[src/rtl/dcs_packet_pkg.sv]
// Shared constants for the DCS packet blocks: arbiter FSM encoding and
// default payload width / transfer timeout.
package dcs_packet_pkg;

   typedef logic [1:0] dcs_state_t;

   localparam dcs_state_t StIdle  = 2'd0;
   localparam dcs_state_t StStart = 2'd1;
   localparam dcs_state_t StWait  = 2'd2;
   localparam dcs_state_t StDone  = 2'd3;

   localparam int DefDataWidth   = 20;
   localparam int DefTimeoutClks = 100000;

endpackage

[src/rtl/dcs_rr_pick.sv]
// Combinational round-robin selector: first set request bit scanning
// upward from (iLast+1) mod pNumReq.
module dcs_rr_pick #(
   parameter int pNumReq = 4,
   parameter int pIdxW   = 2
) (
   input  logic [pNumReq-1:0] iReq,
   input  logic [pIdxW-1:0]   iLast,
   output logic [pIdxW-1:0]   oIdx,
   output logic               oValid
);

   int w_pos;

   always_comb begin
      oIdx   = '0;
      oValid = 1'b0;
      w_pos  = 0;
      // Offset pNumReq wraps back to iLast itself, so it is considered last.
      for (int i = 1; i <= pNumReq; i++) begin
         w_pos = (int'(iLast) + i) % pNumReq;
         if (!oValid && iReq[pIdxW'(w_pos)]) begin
            oValid = 1'b1;
            oIdx   = pIdxW'(w_pos);
         end
      end
   end

endmodule

[src/rtl/dcs_packet_tx_arb.sv]
// Round-robin arbiter feeding one-entry-per-requester packets into a shared
// packet transmitter, with overflow and transfer-timeout reporting.
module dcs_packet_tx_arb
   import dcs_packet_pkg::*;
#(
   parameter int pDataWidth   = DefDataWidth,
   parameter int pNumReq      = 4,
   parameter int pTimeoutClks = DefTimeoutClks
) (
   input  logic                          iClk,
   input  logic                          iRst,
   input  logic [pNumReq-1:0]            iReqStr,
   input  logic [pNumReq*pDataWidth-1:0] iReqData,
   output logic [pNumReq-1:0]            oPending,
   output logic [pNumReq-1:0]            oDoneStr,
   output logic [pNumReq-1:0]            oOvfErrStr,
   output logic                          oTimeoutErrStr,
   output logic [pDataWidth-1:0]         oTxData,
   output logic                          oTxEnStr,
   input  logic                          iTxDoneStr
);

   localparam int IdxW = (pNumReq > 1) ? $clog2(pNumReq) : 1;
   localparam int CntW = $clog2(pTimeoutClks + 1);
   localparam logic [CntW-1:0] CntLast = CntW'(pTimeoutClks - 1);
   localparam logic [IdxW-1:0] IdxLast = IdxW'(pNumReq - 1);

   dcs_state_t            r_state;
   logic [pNumReq-1:0]    r_pending;
   logic [pNumReq-1:0]    r_ovf;
   logic [pDataWidth-1:0] r_buf [pNumReq];
   logic [IdxW-1:0]       r_grant;
   logic [IdxW-1:0]       r_last;
   logic [CntW-1:0]       r_cnt;
   logic [pDataWidth-1:0] r_tx_data;

   logic [IdxW-1:0]       w_pick_idx;
   logic                  w_pick_vld;
   logic [pNumReq-1:0]    w_grant_oh;
   logic [pNumReq-1:0]    w_clr;
   logic                  w_timeout;

   dcs_rr_pick #(
      .pNumReq (pNumReq),
      .pIdxW   (IdxW)
   ) u_rr_pick (
      .iReq   (r_pending),
      .iLast  (r_last),
      .oIdx   (w_pick_idx),
      .oValid (w_pick_vld)
   );

   assign w_grant_oh = pNumReq'(1) << r_grant;
   assign w_clr      = (r_state == StDone) ? w_grant_oh : '0;
   // A done strobe in the final wait cycle wins over the timeout.
   assign w_timeout  = (r_state == StWait) && !iTxDoneStr && (r_cnt == CntLast);

   // Clear-then-set: a strobe in the releasing cycle is accepted, not dropped.
   always_ff @(posedge iClk) begin
      if (iRst) begin
         r_pending <= '0;
         r_ovf     <= '0;
      end else begin
         for (int k = 0; k < pNumReq; k++) begin
            if (iReqStr[k] && (!r_pending[k] || w_clr[k])) begin
               r_pending[k] <= 1'b1;
            end else if (w_clr[k]) begin
               r_pending[k] <= 1'b0;
            end
            r_ovf[k] <= iReqStr[k] && r_pending[k] && !w_clr[k];
         end
      end
   end

   always_ff @(posedge iClk) begin
      for (int k = 0; k < pNumReq; k++) begin
         if (!iRst && iReqStr[k] && (!r_pending[k] || w_clr[k])) begin
            r_buf[k] <= iReqData[k*pDataWidth +: pDataWidth];
         end
      end
   end

   always_ff @(posedge iClk) begin
      if (iRst) begin
         r_state   <= StIdle;
         r_grant   <= '0;
         r_last    <= IdxLast;
         r_cnt     <= '0;
         r_tx_data <= '0;
      end else begin
         case (r_state)
            StIdle: begin
               if (w_pick_vld) begin
                  r_grant   <= w_pick_idx;
                  r_tx_data <= r_buf[w_pick_idx];
                  r_state   <= StStart;
               end
            end
            StStart: begin
               r_cnt   <= '0;
               r_state <= StWait;
            end
            StWait: begin
               if (iTxDoneStr || w_timeout) begin
                  r_state <= StDone;
               end else begin
                  r_cnt <= r_cnt + CntW'(1);
               end
            end
            StDone: begin
               r_last  <= r_grant;
               r_state <= StIdle;
            end
            default: r_state <= StIdle;
         endcase
      end
   end

   // Outputs are forced low while reset is held, including its first cycle.
   assign oPending       = iRst ? '0 : r_pending;
   assign oOvfErrStr     = iRst ? '0 : r_ovf;
   assign oDoneStr       = (!iRst && (r_state == StDone)) ? w_grant_oh : '0;
   assign oTimeoutErrStr = !iRst && w_timeout;
   assign oTxData        = iRst ? '0 : r_tx_data;
   assign oTxEnStr       = !iRst && (r_state == StStart);

endmodule

[config.mk]
export PLATFORM = sky130hd
export DESIGN_NAME = dcs_packet_tx_arb
export DESIGN_NICKNAME = d
export VERILOG_FILES = /design/src/rtl/dcs_packet_pkg.sv /design/src/rtl/dcs_rr_pick.sv /design/src/rtl/dcs_packet_tx_arb.sv
export SDC_FILE = /design/constraint.sdc
export NUM_CORES = 1
export LEC_CHECK = 0
export ABC_CLOCK_PERIOD_IN_PS = 7400
export CAP_MARGIN = 20
export CORE_ASPECT_RATIO = 0.8
export CORE_MARGIN = 1.5
export CORE_UTILIZATION = 25
export DETAILED_ROUTE_END_ITERATION = 7
export PLACE_DENSITY_LB_ADDON = 0.2
export REMOVE_ABC_BUFFERS = 1
export SYNTH_ARGS = -nofsm -noshare
export SYNTH_HDL_FRONTEND = slang
export SYNTH_SLANG_ARGS = --single-unit
[constraint.sdc]
create_clock -name iClk -period 7.4 [get_ports iClk]
set_clock_uncertainty 0.2 [all_clocks]
set_input_delay 0.74 -clock iClk [delete_from_list [all_inputs] [get_ports iClk]]
set_output_delay 0.74 -clock iClk [all_outputs]
set_load 0.1 [all_outputs]
* Word-level counts from Yosys, hierarchy flattened
Memory sizes are Yosys's and may differ from the RTL's. A register that Yosys moved wholly into a read port is not among the register bits. Cells that the tools add are included. W data, S select, Z words.
Word-level totals: register bits after elaboration 31, memory bits (writable) 80, bits of input ports 87, output and inout port bits 34, word-level logic and storage cells 128, memories kept 1
Memories:
- r_buf | words 4, bits a word 20, read ports 1, clocked after memory_dff 1, write ports 4, RTL line dcs_packet_tx_arb.sv:31 | logic [pDataWidth-1:0] r_buf [pNumReq];
Cells by class: add/sub/neg operators 5, $lt $le $gt $ge 4, equal/unequal tests 7, shift-type cells 1, mux-type cells 46, reductions and logical operators 55
Operator list (number):
- $pmux W17 S2 | 1
- $logic_and A1 B1 Y1 | 28
- $mux W1 | 28
- $mux W20 | 1
- $add A17 B1 Y17 const B | 1
- $eq A17 B17 Y1 const B | 1
- $mux W17 | 1
- $lt A2 B4 Y1 const B | 4
- $mux W4 | 4
- $logic_not A1 Y1 | 13
- $mux W2 | 6
- $reduce_bool A2 Y1 | 5
- $bmux W1 S2 | 4
- $pmux W2 S4 | 1
- $reduce_and A2 Y1 | 3
- $logic_or A1 B1 Y1 | 5
- $add A2 B1 Y2 const B | 2
- $add A2 B2 Y2 const B | 2
- $eq A2 B2 Y1 const B | 2
- $ne A2 B1 Y1 const B | 2
- $shl A1 B2 Y4 const A | 1
- $eq A2 B1 Y1 const B | 1
- $logic_not A2 Y1 | 1
- $ne A2 B2 Y1 const B | 1

* Logic depth before layout (Yosys ltp)
Gate-level depths: netlist of the first run.
depth after elaboration 16, mapped depth 8, gate-level depth less buffers 7

* Cells and area by module
From an unflattened synthesis of the first run, not the netlist that was laid out.
Unflattened totals: cell total of the unflattened synthesis 423, area, all modules 5398.9 um2
By module, submodules not included:
- dcs_packet_tx_arb | instances 1, cells each 409, area an instance 5307.6 um2, sequential area each 3423.3 um2
- dcs_rr_pick | instances 1, cells each 14, area an instance 91.3 um2, sequential area each 0.0 um2

* Worst setup path before layout of the first run
No wires, ideal clock.
path type input to output, from input port iRst, to output port oDoneStr[0], arrival 3.229 ns, required time 6.460 ns, slack 3.231 ns, stages on the path 3, path buffers 2, cells stage by stage clkbuf_1 clkbuf_1 nor3_1
On the way: longest elaborated chain between the ends 3
Ends and longest elaborated chain:
- from (decl) | RTL line dcs_packet_tx_arb.sv:11 | input logic iRst,
- $logic_not A1 Y1 | RTL line dcs_packet_tx_arb.sv:122 | assign oDoneStr = (!iRst && (r_state == StDone)) ? w_grant_oh : '0;
- $logic_and A1 B1 Y1 | RTL line dcs_packet_tx_arb.sv:122
- $mux W4 | RTL line dcs_packet_tx_arb.sv:122
- to (decl) | RTL line dcs_packet_tx_arb.sv:15 | output logic [pNumReq-1:0] oDoneStr,
Every way passes these cells.

* Worst setup path after layout of the first run
from register r_cnt[11], to output port oTimeoutErrStr
On the way: longest elaborated chain between the ends 3
Ends and longest elaborated chain:
- from (decl) | RTL line dcs_packet_tx_arb.sv:34 | logic [CntW-1:0] r_cnt;
- from (signal assigned) | RTL line dcs_packet_tx_arb.sv:107 | r_cnt <= r_cnt + CntW'(1);
- $eq A17 B17 Y1 | RTL line dcs_packet_tx_arb.sv:56 | assign w_timeout = (r_state == StWait) && !iTxDoneStr && (r_cnt == CntLast);
- $logic_and A1 B1 Y1 | RTL line dcs_packet_tx_arb.sv:56
- $logic_and A1 B1 Y1 | RTL line dcs_packet_tx_arb.sv:123 | assign oTimeoutErrStr = !iRst && w_timeout;
- to (decl) | RTL line dcs_packet_tx_arb.sv:17 | output logic oTimeoutErrStr,
Every way passes these cells.

==> out/results.tsv, run 1 <==
stage	metric	value	unit
timing	total negative setup slack	0	ns
power_and_ir_drop	LEAKAGE	2.705	nW
clocking	Clk pin slew, worst setup/hold paths	0.06	ns
clocking	TritonCTS Buffers	17	
final_layout	Finished Layout Cells	878	
hold_path	hold wc startpoint	r_state[1]	
power_and_ir_drop	worst vdd ir	0.0001394	V
timing	final hold viol count	0	
clocking	CTS tree	done	
floorplan	Top Ports	121	
synthesis	Post-Syn Area	0.005550	mm^2
detailed_routing	final WL	14.89	mm
floorplan	core area	0.02168	mm^2
critical_path	Crit. End Element	primary output	
timing	setup violators final	0	
power_and_ir_drop	clock share of power	36.3	%
power_and_ir_drop	Comb pwr share	25.7	%
synthesis	Yosys cell types	49	
timing	Least-Margin Pin Slew	1.012	ns
final_layout	Total Nets Final	658	
clocking	H-tree levels	4	
global_routing	GRT Overall Usage	13.49	%
synthesis	fraction of registers with async set/reset	0	%
run_status	status	complete, no violations	
clocking	post-CTS resize count	0	
detailed_routing	drt pass-1 iters	5	
power_and_ir_drop	Reg power frac	37.9	%
power_and_ir_drop	internal power	1.562	mW
detailed_routing	via count	3913	
timing	final period utilization	53.05	%
power_and_ir_drop	switch share	32.05	%
floorplan	Starting Density	25.60	%
floorplan	Die Area	0.02311	mm^2
floorplan	Die Y	136.3	um
detailed_routing	Initial DRC Count	172	
synthesis	cells after synthesis	446	
synthesis	syn_area_per_cell	12.44	um^2
clocking	Clock Path Buffers	2	
synthesis	sequential share of the synthesized area	61.68	%
placement	Inst Count DP	846	
final_layout	share of layout cells above drive strength 1	15.57	%
power_and_ir_drop	power per standard cell area	298.4	mW/mm^2
detailed_routing	met2 routed WL	7.308	mm
timing	fin. max-slew vios	0	
critical_path	crit-path max FO	5	
clocking	# hold bufs at CTS	0	
detailed_routing	DRT antenna net count	0	
floorplan	row count	48	
timing	fin crit period	3.925	ns
global_routing	largest net degree at the start of global routing	51	
flow_run	number of max-cap violations	0	
detailed_routing	Vias per Instance	4.457	
detailed_routing	M1 WL	6.845	mm
clocking	Clock Latency Late Sink	0.41	ns
timing	fmax	254.7	MHz
clocking	clock tree root driver cell	clkbuf_16	
global_routing	first-pass GRT wire length	22.98	mm
synthesis	Post-synth EDFFs	80	
placement	Post-DP HPWL	9.848	mm
detailed_routing	DRC	0	
hold_path	Hold WC Path Type	register to register	
detailed_routing	top sig layer	met4	
placement	PortBufs	120	
clocking	Post-CTS Setup Inserts	0	
placement	placer congestion estimate	0.7878	
final_layout	Synth-to-Final Area Change	38.84	%
synthesis	synth warn	0	
final_layout	ANT cells	0	
critical_path	class of the most critical setup path	register to primary output	
synthesis	Post-synth top flop	edfxtp_1	
floorplan	DIE WIDTH	169.6	um
clocking	Sink Count	131	
power_and_ir_drop	NetSw	0.7369	mW
timing	unrepaired setup endpoints after global routing	false	
critical_path	Worst Path Required	6.46	ns
global_routing	initial antenna violation count	0	
detailed_routing	met3 WL	574	um
critical_path	R2R Path Start	r_pending[1]	
detailed_routing	Avg WL per Cell	16.96	um
global_routing	total global routing overflow	0	
synthesis	Yosys reg bits	131	
timing	slew margin rel.	32.31	%
global_routing	vias in the first global route	4017	
critical_path	CP Launch Point	r_cnt[11]	
critical_path	CP startpoint kind	register	
critical_path	Worst EP arrival	2.99	ns
## Yosys cell counts (7+ instances only)
master | instances | area share (%)
nand2_1 | 17 | 1.1
nor3_1 | 12 | 1.1
inv_1 | 11 | 0.74
nor2_1 | 27 | 1.8
and3_1 | 7 | 0.79
o21ai_0 | 26 | 2.3
edfxtp_1 | 80 | 43
mux2_4 | 19 | 5.1
a21oi_1 | 27 | 2.4
xnor2_1 | 8 | 1.3
a221o_1 | 20 | 3.6
nor2b_1 | 31 | 3.5
or3b_2 | 20 | 3.2
clkbuf_1 | 23 | 1.6
dfxtp_1 | 51 | 18
## cell families (layout without fill, tap and decap cells)
family / count (synthesis) / after routing / synth area share (%)
AO/OA/AOI/OAI: 93 / 93 / 11.29
XOR/XNOR: 12 / 12 / 1.894
adder cells (fa/ha/maj): 6 / 6 / 1.353
buffers and inverters: 40 / 172 / 3.066
flip-flops: 131 / 131 / 61.68
multiplexers: 23 / 23 / 5.884
AND/OR/NAND/NOR: 141 / 141 / 14.83
## metal layers
layer | up-vias | GRT usage [%]
met5 | - | 0
met4 | 0 | 3.835
met3 | 10 | 3.552
met2 | 95 | 22.75
met1 | 1906 | 17.03
li1 | 1902 | -
## power by group through the flow
stage,combinational (mW),sequential [mW],clock (mW)
2_1_floorplan,0.396,0.879,0
3_3_place_gp,0.590,0.885,0
3_5_place_dp,0.597,0.887,0
4_1_cts,0.600,0.872,0.858
5_1_grt,0.634,0.880,0.891
6_report,0.592,0.872,0.835
## layout make-up
class | count | area, um^2
Fill cell | 2120 | 13970
Sequential cell | 131 | 3423
Clock buffer | 18 | 439.2
Tap cell | 300 | 375.4
Inverter | 11 | 41.29
Multi-Input combinational cell | 275 | 1988
Timing Repair Buffer | 129 | 1284
Clock inverter | 14 | 155.1
## state kept, by name (all words and copies together), names as in the netlist
name       flops
r_buf         80
r_tx_data     20
r_cnt         17
r_ovf          4
r_pending      4
r_grant        2
r_last         2
r_state        2
## worst paths after layout
kind / endpoint / slack [ns] / cells after the start
setup reg to reg: r_tx_data[9] / 4.51 / 4
setup / recovery: oTimeoutErrStr / 3.47 / 4
hold reg to reg: r_state[1] / 0.30 / 2
hold / removal: r_state[1] / 0.30 / 2
## stage by stage
stage          utilization (%)  power (mW)  area (um^2)  setup slack, ns  hold slack [ns]
2_1_floorplan                -       1.275         5421            3.425           0.2531
3_3_place_gp             32.68       1.476         7084            3.614           0.2799
3_5_place_dp             32.80       1.484         7112            3.617           0.2893
4_1_cts                  35.54       2.330         7706            3.471           0.2982
5_1_grt                  35.54       2.405         7706            3.312           0.3394
6_report                 35.54       2.299         7706            3.475           0.3005
## worst max-delay path, stage by stage (launching register included)
cell	delay [ns]
dfxtp_1	0.35
nor4_1	0.55
nand4_1	0.25
nor3_1	0.26
clkdlybuf4s50_1	1.17
## cell usage in the layout (no fill, tap or decap), types with 4 or more instances in the layout
cell type	instances
inv_1	11
ha_1	6
xnor2_1	8
nor3_1	12
dfxtp_1	51
o21ai_0	26
mux2_4	19
edfxtp_1	80
o211ai_1	5
a21oi_1	27
clkinv_4	5
buf_4	8
nor2b_1	31
nand4_1	5
a221o_1	20
xor2_1	4
nor4_1	4
or3b_2	20
nand2_1	17
clkbuf_16	17
clkdlybuf4s50_1	119
nor2_1	27
and3_1	7
Power figures use the tool's default switching activity.
==> run 2: changes to the inputs <==
Settings changed: ABC_CLOCK_PERIOD_IN_PS 7400 to 3300.
Clock period 7.4 ns to 3.3 ns, I/O delays scaled along.
==> run 2 against run 1 <==
Cell count up 0.11%. Sequential cell count unchanged. Critical path depth unchanged. Global-route usage down 0.11 points. Core utilization down 0.48 points. Combinational power up 120%. Highest routed layer unchanged.
==> out/results.tsv, run 2 (synthesis gave the netlist of run 1 again) <==
stage	metric	value	unit
final_layout	max FFs per register	80	
detailed_routing	via count	3948	
detailed_routing	Avg WL per Cell	17.14	um
floorplan	Top Ports	121	
placement	Post-DP HPWL	9.956	mm
final_layout	commonest non-fill, non-tap cell in the layout	clkdlybuf4s50_1	
floorplan	row count	48	
final_layout	Synth-to-Final Area Change	36.97	%
floorplan	Starting Density	25.60	%
critical_path	crit-path max FO	42	
critical_path	Worst EP arrival	2.88	ns
final_layout	share of layout cells above drive strength 1	21.42	%
clocking	Sink Count	131	
clocking	Post-CTS Setup Inserts	0	
critical_path	CP max stage delay	0.77	ns
critical_path	Worst Path Required	3.41	ns
floorplan	core area	0.02168	mm^2
placement	PortBufs	120	
detailed_routing	Vias per Instance	4.491	
placement	Inst Count DP	847	
timing	fin crit period	2.772	ns
critical_path	CP cell instances	a32o_2 > or2_4 > mux2_1 > a221o_1	
power_and_ir_drop	power per standard cell area	674.7	mW/mm^2
timing	final hold viol count	0	
detailed_routing	final WL	15.07	mm
critical_path	Crit-path slowest cell	a32o_2	
final_layout	fin util	35.06	%
critical_path	Crit. End Element	register	
run_status	status	complete, no violations	
critical_path	R2R Setup Slk	0.53	ns
timing	setup violators final	0	
critical_path	CP Launch Point	r_pending[1]	
power_and_ir_drop	LEAKAGE	2.754	nW
final_layout	largest registers	r_buf x80, r_tx_data x20, r_cnt x17	
clocking	Clock Latency Late Sink	0.42	ns
clocking	post-CTS resize count	0	
floorplan	DIE WIDTH	169.6	um
clocking	CTS tree	done	
hold_path	Hold WC Path Type	input pin to register	
floorplan	Die Area	0.02311	mm^2
final_layout	Most flops, register	r_buf	
final_layout	Finished Layout Cells	879	
critical_path	CP Buf/Inv Count	0	
placement	placer congestion estimate	0.8738	
global_routing	GRT Overall Usage	13.38	%
final_layout	most frequent cells in the layout	clkdlybuf4s50_1 (85), edfxtp_1 (80), dfxtp_1 (51)	
clocking	# hold bufs at CTS	0	
global_routing	vias in the first global route	3919	
detailed_routing	Initial DRC Count	163	
clocking	Clock Path Buffers	2	
floorplan	Die Y	136.3	um
critical_path	Setup crit end	r_tx_data[9]	
flow_run	number of max-cap violations	0	
critical_path	Reg2Reg Depth	4	
critical_path	delay-heaviest family, CP	compound AO/OA/AOI/OAI gates	
timing	unrepaired setup endpoints after global routing	false	
detailed_routing	DRC	0	
final_layout	Total Nets Final	659	
timing	PnR worst setup slack	0.5284	ns
detailed_routing	DRT antenna net count	0	
timing	fmax	360.8	MHz
critical_path	Crit Reg-Reg Endpoint	r_tx_data[9]	
timing	final period utilization	83.99	%
global_routing	first-pass GRT wire length	22.63	mm
final_layout	ANT cells	0	
timing	Least-Margin Pin Slew	0.8070	ns
critical_path	CP startpoint kind	register	
power_and_ir_drop	worst vdd ir	0.0004092	V
global_routing	total global routing overflow	0	
global_routing	initial antenna violation count	0	
global_routing	largest net degree at the start of global routing	43	
timing	fin. max-slew vios	0	
critical_path	Levels on crit path	4	
clocking	Clk pin slew, worst setup/hold paths	0.06	ns
timing	slew margin rel.	46.20	%
critical_path	class of the most critical setup path	register to register	
clocking	H-tree levels	4	
critical_path	R2R Path Start	r_pending[1]	
clocking	TritonCTS Buffers	17	
placement	pre-CTS setup slack	0.4666	ns
detailed_routing	drt pass-1 iters	5	
clocking	clock tree root driver cell	clkbuf_16	
## run 2: cell count changes in the layout (fill, tap and decap cells not counted), sizes merged
| cell | before | now |
|---|---|---|
| clkdlybuf4s50 | 119 | 85 |
| clkinvlp | 1 | 4 |
| buf | 10 | 45 |
| clkinv | 8 | 5 |
| inv | 14 | 12 |
| clkbuf | 18 | 20 |
## run 2: through the flow
stage / total power [mW] / instance area [um^2] / hold WS, ns / setup TNS [ns]
after floorplan: 2.859 / 5421 / 0.1991 / -0.2651
after global placement: 3.280 / 7014 / 0.2778 / 0
after detailed placement: 3.307 / 7014 / 0.2985 / 0
after CTS: 5.187 / 7602 / 0.2355 / 0
after global routing: 5.332 / 7602 / 0.2423 / 0
final: 5.129 / 7602 / 0.2396 / 0
## run 2: layout make-up
type                    count  area, um^2
well taps                 300       375.4
repair buffers            130        1186
fillers                  2112       14080
multi-input cells         275        1988
clock buffers              20       456.7
flip-flops and latches    131        3423
clock inverters            12       131.4
inverters                  11       41.29
## run 2: worst register-to-register path, cell delays in order, from the launching register on
cell,delay (ns)
dfxtp_1,0.47
a32o_2,0.77
or2_4,0.56
mux2_1,0.39
a221o_1,0.29
## run 2: worst min path at each step
stage,startpoint,to,slack [ns],cells past startpoint
2_1_floorplan,iRst,r_cnt[0],0.20,1
3_3_place_gp,r_cnt[16],r_cnt[16],0.28,2
3_5_place_dp,r_state[1],r_state[1],0.30,2
4_1_cts,iRst,r_grant[1],0.24,2
5_1_grt,iReqData[50],r_buf[2][10],0.24,1
6_report,iRst,r_grant[1],0.24,2
## run 2: routing by layer
metal  vias to the layer above  wire length (um)  track usage, %
met5                         -                 0               0
li1                       1899                 -               -
met1                      1912              6806           16.77
met4                         0               348           6.539
met2                       112              7256           22.04
met3                        25               655           2.737
## run 2: power breakdown
group          total, mW  internal [mW]  switching, mW
clock network       1.87           1.15          0.720
registers           1.96           1.90         0.0599
logic               1.30          0.445          0.857
total               5.13           3.49           1.64
